### src/rtl/rv_core_pkg.sv
// Shared RV32IC core definitions: default datapath widths, the x0 index
// and the writeback requester identifiers.
package rv_core_pkg;

  localparam int unsigned DEF_DATA_W = 32;
  localparam int unsigned DEF_ADDR_W = 5;

  // x0 is hard-wired to zero, so writes targeting it are swallowed.
  localparam int unsigned ADDR_ZERO = 0;

  typedef enum logic {
    REQ_EX = 1'b0,
    REQ_LD = 1'b1
  } req_idx_e;

endpackage : rv_core_pkg

### src/rtl/rr_arb2.sv
// Two-way round-robin arbiter: owns the priority pointer and produces the
// one-hot grant, suppressed entirely while the hazard unit holds.
module rr_arb2
  import rv_core_pkg::*;
(
  input  logic clk_i,
  input  logic rst_ni,
  input  logic valid0_i,
  input  logic valid1_i,
  input  logic hold_i,
  input  logic advance_i,
  output logic gnt0_o,
  output logic gnt1_o
);

  req_idx_e prio_q;
  req_idx_e prio_d;

  always_ff @(posedge clk_i or negedge rst_ni) begin
    if (!rst_ni) begin
      prio_q <= REQ_EX;
    end else begin
      prio_q <= prio_d;
    end
  end

  // The pointer only moves on an accepted transfer, so hold cycles leave it alone.
  always_comb begin
    prio_d = prio_q;
    if (advance_i) begin
      if (gnt0_o) begin
        prio_d = REQ_LD;
      end else if (gnt1_o) begin
        prio_d = REQ_EX;
      end
    end
  end

  always_comb begin
    gnt0_o = 1'b0;
    gnt1_o = 1'b0;
    if (!hold_i) begin
      case ({valid1_i, valid0_i})
        2'b01: gnt0_o = 1'b1;
        2'b10: gnt1_o = 1'b1;
        2'b11: begin
          if (prio_q == REQ_EX) begin
            gnt0_o = 1'b1;
          end else begin
            gnt1_o = 1'b1;
          end
        end
        default: begin
          gnt0_o = 1'b0;
          gnt1_o = 1'b0;
        end
      endcase
    end
  end

endmodule : rr_arb2

### src/rtl/rf_wport_arbiter.sv
// Shares the register-file write port between the execute and load/CSR
// writeback paths; outputs are registered and writes to x0 are dropped.
module rf_wport_arbiter
  import rv_core_pkg::*;
#(
  parameter int unsigned DATA_W = DEF_DATA_W,
  parameter int unsigned ADDR_W = DEF_ADDR_W
) (
  input  logic              clk_i,
  input  logic              rst_ni,
  input  logic              hold_i,
  input  logic              req0_valid_i,
  input  logic [ADDR_W-1:0] req0_addr_i,
  input  logic [DATA_W-1:0] req0_data_i,
  output logic              req0_ready_o,
  input  logic              req1_valid_i,
  input  logic [ADDR_W-1:0] req1_addr_i,
  input  logic [DATA_W-1:0] req1_data_i,
  output logic              req1_ready_o,
  output logic              wr_en_o,
  output logic [ADDR_W-1:0] wr_addr_o,
  output logic [DATA_W-1:0] wr_data_o
);

  logic              gnt0;
  logic              gnt1;
  logic              xfer;
  logic [ADDR_W-1:0] selAddr;
  logic [DATA_W-1:0] selData;

  logic              wrEn_q;
  logic              wrEn_d;
  logic [ADDR_W-1:0] wrAddr_q;
  logic [ADDR_W-1:0] wrAddr_d;
  logic [DATA_W-1:0] wrData_q;
  logic [DATA_W-1:0] wrData_d;

  rr_arb2 u_arb (
    .clk_i    (clk_i),
    .rst_ni   (rst_ni),
    .valid0_i (req0_valid_i),
    .valid1_i (req1_valid_i),
    .hold_i   (hold_i),
    .advance_i(xfer),
    .gnt0_o   (gnt0),
    .gnt1_o   (gnt1)
  );

  // Readies are forced low during reset so nothing is consumed that cannot be written.
  assign req0_ready_o = req0_valid_i & gnt0 & ~hold_i & rst_ni;
  assign req1_ready_o = req1_valid_i & gnt1 & ~hold_i & rst_ni;
  assign xfer         = req0_ready_o | req1_ready_o;

  always_comb begin
    selAddr = req0_addr_i;
    selData = req0_data_i;
    if (req1_ready_o) begin
      selAddr = req1_addr_i;
      selData = req1_data_i;
    end
  end

  // An x0 transfer is still consumed, but it leaves the write enable low.
  always_comb begin
    wrEn_d   = 1'b0;
    wrAddr_d = wrAddr_q;
    wrData_d = wrData_q;
    if (xfer) begin
      wrEn_d   = (selAddr != ADDR_W'(ADDR_ZERO));
      wrAddr_d = selAddr;
      wrData_d = selData;
    end
  end

  always_ff @(posedge clk_i or negedge rst_ni) begin
    if (!rst_ni) begin
      wrEn_q   <= 1'b0;
      wrAddr_q <= '0;
      wrData_q <= '0;
    end else begin
      wrEn_q   <= wrEn_d;
      wrAddr_q <= wrAddr_d;
      wrData_q <= wrData_d;
    end
  end

  assign wr_en_o   = wrEn_q;
  assign wr_addr_o = wrAddr_q;
  assign wr_data_o = wrData_q;

  oneReady : assert property (@(posedge clk_i) disable iff (!rst_ni)
    !(req0_ready_o && req1_ready_o));

endmodule : rf_wport_arbiter
### config.mk
export PLATFORM = sky130hd
export DESIGN_NAME = rf_wport_arbiter
export DESIGN_NICKNAME = d
export VERILOG_FILES = /design/src/rtl/rv_core_pkg.sv /design/src/rtl/rr_arb2.sv /design/src/rtl/rf_wport_arbiter.sv
export SDC_FILE = /design/constraint.sdc
export NUM_CORES = 1
export LEC_CHECK = 0
export CORE_AREA = 5 5 84 86
export CTS_CLUSTER_DIAMETER = 150
export DETAILED_ROUTE_END_ITERATION = 6
export DIE_AREA = 0 0 89 91
export HOLD_SLACK_MARGIN = 0.06
export PLACE_DENSITY = 0.76
export SYNTH_ARGS = -nofsm -noshare
export SYNTH_HDL_FRONTEND = slang
export SYNTH_HIERARCHICAL = 1
export SYNTH_SLANG_ARGS = --single-unit
### constraint.sdc
create_clock -name clk_i -period 1.9 [get_ports clk_i]
set_input_delay 0.38 -clock clk_i [delete_from_list [all_inputs] [get_ports clk_i]]
set_output_delay 0.38 -clock clk_i [all_outputs]
set_load 0.005 [all_outputs]
==> impl_metrics.yaml <==
status:
  outcome: "completed"
finish:
  n_antenna_cell: 0
  nets: 359
  nFillCells: 539
  layoutNonFillerInstCount: 358
  area_growth_pct: 72.5
  drive_above_1_share_pct: 38.8
place:
  portBuffers: 118
  hpwlAfterDp_um: 4500
  place_ws_ns: -0.437
  place_congestion: 0.684
  dp_cells: 345
drt:
  drc: 0
  via_count: 1659
  firstDrtPassIters: 4
  viasPerCell: 4.63
  post_drt_wl_per_cell_um: 16.3
  wl_um: 5820
  drtIter0Drc: 35
  antenna_left: 0
grt:
  antenna_found_initial: 0
  grt_max_degree: 27
  met1_usage_pct: 17.1
  top_usage_layer: "met2"
  grt_pass1_wl_um: 9220
  gr-total-overflow: 0
  use_met3_pct: 4.25
  grt_pass1_vias: 1867
  use_met2_pct: 25.9
  grt_usage_pct: 14.6
floorplan:
  die_area_um2: 8100
  die_width_um: 89
  io_pins: 119
  start_util_pct: 34.2
  die_h_um: 91
  fp-row-count: 29
  core_area_um2: 6200
synth:
  synth_seq_cells: 39
  synth_area_per_cell_um2: 14.9
  yosys.area.top_type: "dfrtp_1"
  async_flop_share_pct: 100
  ys_top_cells_by_count: "mux2_4, dfrtp_1, o221a_2, or2_2, mux2_2"
  synthTopCellsByArea: "dfrtp_1, mux2_4, o221a_2"
  ys_types: 26
  yosysMostFrequentCell: "mux2_4"
  synth_top_area_share_pct: 45.9
  synth-seq-area-share_pct: 45.9
  syn_inst: 143
  synth-main-ff-cell: "dfrtp_1"
  syn-num-nets: 222
  syn_area_um2: 2120
  synth_edf_count: 0
  ys.warnings.count: 6
sta:
  relSlewSlack_pct: 81.5
  min_period_over_period_pct: 97.3
  whs_ns: 0.129
  slew_violations: 0
  rsz0062_at_grt: "yes"
  final.setup.tns_ns: 0
  max_clock_freq_ghz: 0.541
  min_period_ns: 1.85
  worst_slack_ns: 0.0510
  finalHoldViolations: 0
  worstMarginPinSlew_ns: 0.278
  setup_viol: 0
  clock_skew_ns: 0.00951
power:
  totalPowerFinal_mw: 2.84
  vdd_drop_max_v: 0.000412
  powerDensity_nw_per_um2: 776
  leakagePower_nw: 1.62
hold_path:
  worst_hold_path_type: "primary input to async pin"
setup_path:
  endpoint_kind: "register"
  arrival_ns: 2.03
  path_common_cell: "mux2_4"
  cp-start-kind: "primary input"
  crit_type: "primary input to register"
  worstPathRequired_ns: 2.08
  cp_slowest_cell: "mux2_4"
  max_stage_delay_ns: 0.31
  cp_cell_sequence: "dlygate4sd2_1 -> nor2b_2 -> nor3b_2 -> buf_4 -> nand4b_4 -> buf_6 -> mux2_4 -> mux2_4"
  path_max_fanout: 14
cts:
  holdBufCountCts: 0
  clockBufferDepth: 2
  cts.sinks: 39
  cts_root_buffer: "clkbuf_8"
  cts_made_buffers: 5
  clock_latency_ns: 0.29
  cts_tree: "built"
  clk_pin_slew_ns: 0.08
  htreeDepth: 2
flow_run:
  cap_violations: 0
==> placed cells by master, fill, tap and decap left out, types with 2 or more instances in the layout <==
cell type,synthesis,final
buf_12,0,4
nand2_1,4,4
buf_2,1,2
nor2_1,2,2
clkdlybuf4s50_1,0,112
dlygate4sd2_1,0,4
mux2_2,5,5
or2_2,12,12
o221a_2,12,12
mux2_4,43,43
buf_4,3,15
clkbuf_8,0,7
dfrtp_1,39,39
==> cell families (layout without fill, tap and decap cells) <==
| family | after synthesis | after routing | synth area share, % |
|---|---|---|---|
| simple gates | 28 | 28 | 8.83 |
| buf+inv | 11 | 149 | 3.95 |
| compound gates | 16 | 16 | 7.77 |
| flops | 39 | 39 | 45.9 |
| mux | 49 | 49 | 33.5 |
==> through the flow <==
| stage | area [um^2] | utilization (%) |
|---|---|---|
| finish | 3660 | 59.1 |
| global route | 3660 | 59.1 |
| CTS | 3660 | 59.0 |
| detailed placement | 3480 | 56.1 |
| global placement | 3480 | 56.1 |
| floorplan | 2130 | - |
==> where the power goes <==
group          leakage [nW]  switching [mW]  internal [mW]  total, mW
Combinational          1.11           0.255          0.796       1.05
Clock                0.0505           0.294          0.330      0.624
Sequential            0.463           0.122           1.05       1.17
==> worst paths after layout <==
check                                   start       endpoint  slack (ns)  depth (start not counted)
worst max-delay path             req0_valid_i  wr_data_o[29]        0.05                          8
worst min-delay path                   rst_ni  wr_data_o[23]        0.13                          2
worst max register to register   u_arb/prio_q  wr_data_o[29]        0.11                          7
worst min register to register  wr_data_o[31]  wr_data_o[31]        0.51                          1
max in group asynchronous              rst_ni   wr_data_o[2]        1.53                          2
min in group clk_i              wr_data_o[31]  wr_data_o[31]        0.51                          1
==> state kept, by name (all words and copies together), names as in the netlist <==
signal,cells
wr_data_o,32
wr_addr_o,5
u_arb/prio_q,1
wr_en_o,1
==> worst max-delay path, delay by kind of cell <==
kind,cells,cell delay (ns)
buf+inv,3,0.59
mux,2,0.57
simple gates,3,0.47
==> final cells by class <==
type | count | area (um^2) | area share [%]
sequential | 39 | 976 | 26.6
clock buffer | 7 | 96.3 | 2.63
timing repair buffer | 139 | 1400 | 38.1
multi-input combinational | 93 | 1080 | 29.6
tap | 77 | 96.3 | 2.63
inverter | 2 | 7.51 | 0.205
clock inverter | 1 | 7.51 | 0.205
==> metal layers <==
metal	share of wire [%]	vias up
met5	0	-
met2	52	58
met3	8.0	7
met4	0.89	0
met1	39	792
li1	-	802
==> timing repair <==
item / in CTS / in global routing
setup buffers: 4 / 0
gates resized for setup: 11 / 4
setup endpoints to repair: 27 / 26
cloned: 1 / 0
pin swaps: 2 / 3
No activity file was read; power rests on OpenSTA's default activity.
